===== config.mk =====
export PLATFORM = sky130hd
export DESIGN_NAME = adder_measure_sequencer
export DESIGN_NICKNAME = d
export VERILOG_FILES = /design/src/rtl/adder_seq_pkg.sv /design/src/rtl/seq_down_counter.sv /design/src/rtl/adder_measure_sequencer.sv
export SDC_FILE = /design/constraint.sdc
export NUM_CORES = 1
export LEC_CHECK = 0
export CORE_MARGIN = 3
export CORE_UTILIZATION = 30
export CTS_BUF_LIST = sky130_fd_sc_hd__clkbuf_8 sky130_fd_sc_hd__clkbuf_16
export DETAILED_ROUTE_END_ITERATION = 8
export PLACE_DENSITY = 0.73
export SLEW_MARGIN = 25
export SYNTH_ARGS = -nofsm -noshare
export SYNTH_HDL_FRONTEND = slang
export SYNTH_SLANG_ARGS = --single-unit

===== constraint.sdc =====
create_clock -name wb_clk_i -period 2.2 [get_ports wb_clk_i]
set_clock_uncertainty 0.05 [all_clocks]
set_input_delay 0.22 -clock wb_clk_i [delete_from_list [all_inputs] [get_ports wb_clk_i]]
set_output_delay 0.22 -clock wb_clk_i [all_outputs]
set_load 0.02 [all_outputs]

===== src/rtl/adder_seq_pkg.sv =====
// Shared types and constants for the instrumented-adder measurement sequencer.
package adder_seq_pkg;

    localparam int unsigned WIDTH_DEF  = 32;
    localparam int unsigned WIN_W_DEF  = 16;
    localparam int unsigned SETTLE_DEF = 4;
    localparam int unsigned SYNC_DEF   = 3;

    localparam logic MODE_STATIC = 1'b0;
    localparam logic MODE_RING   = 1'b1;

    typedef enum logic [2:0] {
        ST_IDLE,
        ST_LOAD,
        ST_SETTLE,
        ST_RUN,
        ST_STOP,
        ST_CAPTURE,
        ST_DONE
    } seq_state_e;

endpackage


===== src/rtl/seq_down_counter.sv =====
// Loadable down counter shared by the settle, ring-window and quiesce phases.
module seq_down_counter #(
    parameter int unsigned W = 16
) (
    input  logic         clk,
    input  logic         rst_n,
    input  logic         i_load,
    input  logic [W-1:0] i_load_val,
    input  logic         i_en,
    output logic         o_zero_c
);

    logic [W-1:0] r_cnt;

    // Load has priority; decrement saturates at zero.
    always_ff @(posedge clk or negedge rst_n) begin
        if (!rst_n) begin
            r_cnt <= '0;
        end else if (i_load) begin
            r_cnt <= i_load_val;
        end else if (i_en && (r_cnt != '0)) begin
            r_cnt <= r_cnt - W'(1);
        end
    end

    assign o_zero_c = (r_cnt == '0);

endmodule


===== src/rtl/adder_measure_sequencer.sv =====
// Sequences one instrumented-adder measurement: load, settle, optional ring window,
// quiesce, capture, done.
module adder_measure_sequencer
    import adder_seq_pkg::*;
#(
    parameter int unsigned WIDTH         = WIDTH_DEF,
    parameter int unsigned WIN_W         = WIN_W_DEF,
    parameter int unsigned SETTLE_CYCLES = SETTLE_DEF,
    parameter int unsigned SYNC_CYCLES   = SYNC_DEF
) (
    input  logic             wb_clk_i,
    input  logic             wb_rst_n,
    input  logic             start,
    input  logic             abort,
    input  logic             mode,
    input  logic [WIDTH-1:0] a_operand,
    input  logic [WIDTH-1:0] b_operand,
    input  logic [WIN_W-1:0] window_cycles,
    output logic [WIDTH-1:0] adder_a,
    output logic [WIDTH-1:0] adder_b,
    output logic             ring_en,
    output logic             count_clr,
    input  logic [WIDTH-1:0] adder_sum,
    input  logic [WIDTH-1:0] ring_count,
    output logic             busy,
    output logic             done,
    output logic [WIDTH-1:0] sum_result,
    output logic [WIDTH-1:0] count_result,
    output logic             aborted
);

    localparam logic [WIN_W-1:0] SETTLE_LOAD = WIN_W'(SETTLE_CYCLES - 1);
    localparam logic [WIN_W-1:0] SYNC_LOAD   = WIN_W'(SYNC_CYCLES - 1);

    seq_state_e       r_state;
    logic             r_start_q;
    logic             r_mode;
    logic [WIN_W-1:0] r_window;

    logic             w_start_edge;
    logic             w_cnt_load;
    logic             w_cnt_en;
    logic             w_cnt_zero;
    logic [WIN_W-1:0] w_cnt_val;

    assign w_start_edge = start & ~r_start_q;

    // Phase timer control: reload on each phase entry, count while inside a timed phase.
    always_comb begin
        w_cnt_load = 1'b0;
        w_cnt_en   = 1'b0;
        w_cnt_val  = '0;
        case (r_state)
            ST_LOAD: begin
                w_cnt_load = 1'b1;
                w_cnt_val  = SETTLE_LOAD;
            end
            ST_SETTLE: begin
                if (w_cnt_zero) begin
                    w_cnt_load = 1'b1;
                    w_cnt_val  = (r_window == '0) ? SYNC_LOAD : (r_window - WIN_W'(1));
                end else begin
                    w_cnt_en = 1'b1;
                end
            end
            ST_RUN: begin
                if (w_cnt_zero) begin
                    w_cnt_load = 1'b1;
                    w_cnt_val  = SYNC_LOAD;
                end else begin
                    w_cnt_en = 1'b1;
                end
            end
            ST_STOP: begin
                w_cnt_en = 1'b1;
            end
            default: begin
                w_cnt_en = 1'b0;
            end
        endcase
    end

    seq_down_counter #(
        .W (WIN_W)
    ) u_phase_cnt (
        .clk        (wb_clk_i),
        .rst_n      (wb_rst_n),
        .i_load     (w_cnt_load),
        .i_load_val (w_cnt_val),
        .i_en       (w_cnt_en),
        .o_zero_c   (w_cnt_zero)
    );

    // Measurement FSM with registered outputs; abort overrides every non-idle state.
    always_ff @(posedge wb_clk_i or negedge wb_rst_n) begin
        if (!wb_rst_n) begin
            r_state      <= ST_IDLE;
            r_start_q    <= 1'b1;
            r_mode       <= MODE_STATIC;
            r_window     <= '0;
            adder_a      <= '0;
            adder_b      <= '0;
            ring_en      <= 1'b0;
            count_clr    <= 1'b0;
            busy         <= 1'b0;
            done         <= 1'b0;
            sum_result   <= '0;
            count_result <= '0;
            aborted      <= 1'b0;
        end else begin
            r_start_q <= start;
            count_clr <= 1'b0;
            done      <= 1'b0;
            if (abort && (r_state != ST_IDLE)) begin
                r_state <= ST_IDLE;
                ring_en <= 1'b0;
                busy    <= 1'b0;
                aborted <= 1'b1;
            end else begin
                case (r_state)
                    ST_IDLE: begin
                        if (w_start_edge && !abort) begin
                            r_state   <= ST_LOAD;
                            busy      <= 1'b1;
                            count_clr <= 1'b1;
                            aborted   <= 1'b0;
                        end
                    end
                    ST_LOAD: begin
                        adder_a  <= a_operand;
                        adder_b  <= b_operand;
                        r_window <= window_cycles;
                        r_mode   <= mode;
                        r_state  <= ST_SETTLE;
                    end
                    ST_SETTLE: begin
                        if (w_cnt_zero) begin
                            if (r_mode == MODE_STATIC) begin
                                r_state <= ST_CAPTURE;
                            end else if (r_window == '0) begin
                                r_state <= ST_STOP;
                            end else begin
                                r_state <= ST_RUN;
                                ring_en <= 1'b1;
                            end
                        end
                    end
                    ST_RUN: begin
                        if (w_cnt_zero) begin
                            r_state <= ST_STOP;
                            ring_en <= 1'b0;
                        end
                    end
                    ST_STOP: begin
                        if (w_cnt_zero) begin
                            r_state <= ST_CAPTURE;
                        end
                    end
                    ST_CAPTURE: begin
                        sum_result   <= adder_sum;
                        count_result <= (r_mode == MODE_RING) ? ring_count : '0;
                        done         <= 1'b1;
                        r_state      <= ST_DONE;
                    end
                    ST_DONE: begin
                        busy    <= 1'b0;
                        r_state <= ST_IDLE;
                    end
                    default: begin
                        r_state <= ST_IDLE;
                    end
                endcase
            end
        end
    end

endmodule


==> Yosys cells after proc, flatten, opt, wreduce, memory -nomap -nowiden <==
Index checks and enable logic that the tools add are counted.
{ "classes": {"add_sub_neg": 2, "order_cmp": 0, "n_eq_ne": 12, "mul": 0, "n_bitwise": 3, "mux": 36, "n_shift": 0, "div": 0, "n_reduce_logical": 21} }
{ "ops": {"columns": ["operator", "count"], "rows": [
  ["2-to-1 mux 16 bit", 4],
  ["one-hot mux 16 bit (3 select lines)", 1],
  ["logical NOT 16 bit", 2],
  ["2-to-1 mux 32 bit", 1],
  ["subtractor 16 x 1 -> 16 bit, second input constant", 2],
  ["2-to-1 mux 3 bit", 7],
  ["one-hot mux 3 bit (6 select lines)", 1],
  ["2-to-1 mux 1 bit", 17],
  ["nonzero test 16 bit", 1],
  ["== test 3 bit, second input constant", 3],
  ["inequality test 3 x 2 -> 1 bit, second input constant", 3],
  ["inequality test 3 bit, second input constant", 3],
  ["nonzero test 3 bit", 3],
  ["one-hot mux 1 bit (2 select lines)", 4],
  ["AND reduction 2 bit", 4],
  ["== test 3 x 2 -> 1 bit, second input constant", 2],
  ["nonzero test 2 bit", 3],
  ["AND reduction 5 bit", 1],
  ["AND reduction 4 bit", 1],
  ["== test 3 x 1 -> 1 bit, second input constant", 1],
  ["logical AND 1 bit", 3],
  ["logical NOT 3 bit", 1],
  ["2-to-1 mux 2 bit", 1],
  ["inverter 1 bit", 2],
  ["other kinds (3)", 3]
]} }
{ "totals": {"mem_count": 0, "input_bits": 149, "rom_bits": 0, "latch_bits": 0, "ram_bits": 0, "reg_bits": 170} }

==> Logic depth before layout (Yosys ltp) <==
{ "logic_depth": {"word_depth": 6, "ltp_mapped": 8, "depth_no_buf": 8} }

==> Modules after synthesis <==
From an unflattened synthesis, not the netlist that was laid out.
{ "hier_totals": {"cells_unflattened": 628, "area_unflattened_um2": 7369.6} }
{ "by_module_without_submodules": {"columns": ["module", "cells_per_inst", "n_inst", "area_per_inst_um2", "seq_area_each_um2"], "rows": [
  ["adder_measure_sequencer", 504, 1, 6314.8, 3854.9],
  ["seq_down_counter", 124, 1, 1054.8, 400.4]
]} }

==> Least setup slack after synthesis <==
No wires, ideal clock.
{ "synth_path": {"path_kind": "flip-flop to flip-flop", "start": "register u_phase_cnt.r_cnt[0]", "end": "register u_phase_cnt.r_cnt[1]", "path_stages_with_launch": 8, "arrival_ps": 1956, "setup_slack_ps": 73, "setup_ps": 121, "path_cell_list": "dfrtp_1 inv_1 ha_1 nor2b_1 nand3_1 nor4b_4 nand4_2 o22a_1"} }
{ "synth_via": {"elab_chain_cells": 5, "elab_cells_between_ends": 14, "cone_classes": "1 x add/sub; 9 x mux; 4 x reduce/logical"} }
{ "synth_rtl": {"columns": ["element", "line_no", "source"], "rows": [
  ["start, declared", "seq_down_counter.sv:13", "logic [W-1:0] r_cnt;"],
  ["start signal, assigned", "seq_down_counter.sv:20", "r_cnt <= i_load_val;"],
  ["start signal, assigned", "seq_down_counter.sv:22", "r_cnt <= r_cnt - W'(1);"],
  ["branches (longest 5 deep; another with subtractor 16 x 1 -> 16 bit)", null, null]
]} }
Parallel ways; which one is timed is not known. The select of a mux whose other input is x is not followed.
A chain may end at the register's enable or synchronous reset.

==> Worst setup path in the final report <==
{ "layout_path": {"start": "register u_phase_cnt.r_cnt[4]", "end": "register u_phase_cnt.r_cnt[5]"} }
The elaborated chain is that of the path after synthesis.

==> flow_summary.yaml <==
global_route:
  grt_pass1_vias: 6223
  grt_pass1_wl_um: 33000
  globalRouteMet3Util_pct: 6.50
  grt_max_degree: 78
  grt.met1_usage_pct: 18.7
  globalRouteMet2Util_pct: 26.5
  antenna_found_initial: 0
  grtUsageTotal_pct: 15.8
  grt.overflow.total: 0
  busiest_layer: "met2"
synthesis:
  synth_cell_types: 62
  synth_top_cell_by_area: "dfrtp_1"
  syn_avg_cell_area_um2: 12.2
  syn_nets: 751
  synth-seq-cells: 170
  syn_area_um2: 7290
  synth-edff-count: 0
  ys.flop_type: "dfrtp_1"
  async_flop_share_pct: 100
  ys_warn_count: 0
  ys_top_cells_by_area: "dfrtp_1 (58%), mux2_2 (17%), nand2_1 (4.2%)"
  synth_cells: 599
  synth_top_area_share_pct: 58.0
  synth_seq_area_share_pct: 58.4
run:
  maxCapViolCount: 0
die:
  die_area_um2: 26200
  start_util_pct: 30.8
  row_count: 56
  fp.coreArea_um2: 23700
  die_w_um: 162
  die_h_um: 162
  io_pins: 282
status:
  outcome: "finished, final reports clean"
timing:
  final_hold_viol_count: 0
  min_period_ns: 2.13
  max_freq_mhz: 470
  setup_viol: 0
  timing.final.crit_share_pct: 96.7
  final_max_slew_viol_count: 0
  worst_pin_slew_ns: 0.443
  slew_headroom_pct: 70.4
drt:
  first_iter_violations: 260
  dr_total_vias: 5760
  viasPerCell: 4.65
  ant_nets: 0
  wl_um: 20600
  avgRoutedWirePerCell_um: 16.6
  drtPass1Iterations: 4
  drc_errors: 0
power:
  powerDensity_nw_per_um2: 935
  power.internal_mw: 7.17
  p_sw_mw: 3.49
  power_mw: 10.7
  p_sw_share_pct: 32.8
  pwr-share-clk_pct: 29.6
  p_leak_nw: 4.94
  comb_power_share_pct: 31.7
  vdd_drop_max_mv: 0.388
  p_seq_share_pct: 38.7
worst_setup_path:
  crit_chain: "nor4_1, buf_4, and4b_2, a41o_1, buf_4, a31o_2, o22ai_1, o21a_1"
  cpMostUsedCell: "buf_4"
  crit_path_end_kind: "flop"
  crit_path_max_fanout: 7
  crit_buf_inv: 2
  path_class: "reg -> reg"
  critPathArrivalTime_ns: 2.39
  cpMaxStageDelayCell: "dfrtp_1"
  rrSetupSlack_ns: 0.07
  worst_setup_path_start_kind: "flop"
  path_delay_family: "simple AND/OR/NAND/NOR gates"
  required_ns: 2.46
  max_stage_delay_ns: 0.45
place:
  io_buffer_count: 281
  place_congestion: 0.823
  postPlaceCellArea_um2: 10700
  dp.final_hpwl_um: 15300
clock_network:
  cts_max_path_buffers: 2
  htreeDepth: 4
  clock-sinks: 170
  clock_tree.root_cell: "clkbuf_16"
  clk_latency_ns: 0.42
  clkTransAtPathRegs_ns: 0.07
  numCtsBuffers: 17
  cts_tree: "done"
finish:
  fin_nets: 1059
  antenna_cells: 0
  syn2layout_area_growth_pct: 56.3
  final_area_um2: 11400
  drive_gt1_share_pct: 22.6
worst_hold_path:
  hp-class: "in -> reg"
==> state kept, by name, indices dropped and copies added, names as in the netlist <==
| signal | count |
|---|---|
| r_start_q | 1 |
| r_mode | 1 |
| r_window | 16 |
| u_phase_cnt.r_cnt | 16 |
| ring_en | 1 |
| sum_result | 32 |
| adder_b | 32 |
| aborted | 1 |
| r_state | 3 |
| adder_a | 32 |
| count_result | 32 |
| count_clr | 1 |
| done | 1 |
| busy | 1 |
==> stage by stage <==
| step | utilization (%) | TNS [ns] | instances | hold WS (ns) | worst slack [ns] |
|---|---|---|---|---|---|
| floorplan | - | 0 | 599 | -0.126 | 0.0731 |
| global placement | 45.1 | 0 | 1206 | 0.0756 | 0.0265 |
| detailed placement | 45.1 | -0.0128 | 1206 | 0.0795 | -0.00868 |
| CTS | 47.9 | 0 | 1239 | 0.163 | 0.0712 |
| global route | 48.1 | -0.00946 | 1239 | 0.175 | -0.00837 |
| finish | 48.1 | 0 | 1239 | 0.185 | 0.0728 |
==> power by group through the flow <==
stage | clock, mW | combinational (mW) | sequential (mW)
finish | 3.15 | 3.38 | 4.12
global route | 3.40 | 3.62 | 4.22
CTS | 3.25 | 3.38 | 4.12
detailed placement | 0 | 3.36 | 4.18
global placement | 0 | 3.32 | 4.15
floorplan | 0 | 1.11 | 4.68
==> layer usage <==
metal	part of all wire [%]	vias up	wire (um)
met3	9.2	19	1880
li1	-	2733	-
met2	49	211	10100
met1	40	2797	8290
met4	1.4	0	291
met5	0	-	0
==> cell usage after synthesis (3+ instances only) <==
library cell,n
o21a_1,5
nand4_1,3
o211ai_1,3
a21oi_1,6
a31oi_1,3
and3_1,4
o21ai_0,17
nor3_1,12
buf_2,9
xor2_1,9
nand2_1,81
xnor2_1,6
or3_1,3
ha_1,3
buf_6,4
o22ai_1,8
nand3_1,42
clkbuf_1,15
nor2_1,23
nor2b_1,3
mux2_2,111
dfrtp_1,169
inv_1,11
or3_2,3
==> logic make-up after synthesis <==
group / after synthesis / share of synthesized area [%]
compound gates: 60 / 5.53
buf+inv: 41 / 2.78
simple gates: 198 / 13.7
mux: 112 / 17.3
xor+xnor: 15 / 1.80
fa+ha+maj: 3 / 0.515
flops: 170 / 58.4
==> cell type report <==
cell class	instances	area, um2
Fill cell	2172	12300
Sequential cell	170	4260
Timing Repair Buffer	319	3170
Multi-Input combinational cell	388	2900
Clock buffer	17	425
Tap cell	319	399
Clock inverter	15	203
Inverter	11	41.3
==> what timing repair did <==
item,in CTS,in global routing
hold buffers,1,0
resized for setup,3,9
buffers inserted,0,0
endpoints found under the setup margin,2,14
hold endpoints to repair,29,0
==> cells in the final DEF (no fill, tap or decap), types with 5 or more instances in the layout <==
| master | n |
|---|---|
| dfrtp_1 | 169 |
| clkinv_8 | 5 |
| o22ai_1 | 8 |
| xnor2_1 | 6 |
| nand3_1 | 42 |
| mux2_2 | 111 |
| nor2_1 | 23 |
| inv_1 | 10 |
| clkbuf_16 | 17 |
| buf_4 | 31 |
| nand2_1 | 81 |
| a21oi_1 | 6 |
| buf_12 | 5 |
| o21a_1 | 5 |
| inv_8 | 5 |
| xor2_1 | 9 |
| nor3_1 | 11 |
| o21ai_0 | 17 |
| clkdlybuf4s50_1 | 280 |
==> final timing paths <==
path,start,end,cells past startpoint
worst max-delay path,u_phase_cnt.r_cnt[4],u_phase_cnt.r_cnt[5],8
worst min-delay path,start,r_start_q,1
worst max register to register,u_phase_cnt.r_cnt[4],u_phase_cnt.r_cnt[5],8
worst min register to register,count_result[30],count_result[30],2
max in group asynchronous,wb_rst_n,count_result[27],3
min in group asynchronous,wb_rst_n,u_phase_cnt.r_cnt[2],2
Power figures use the tool's default switching activity.
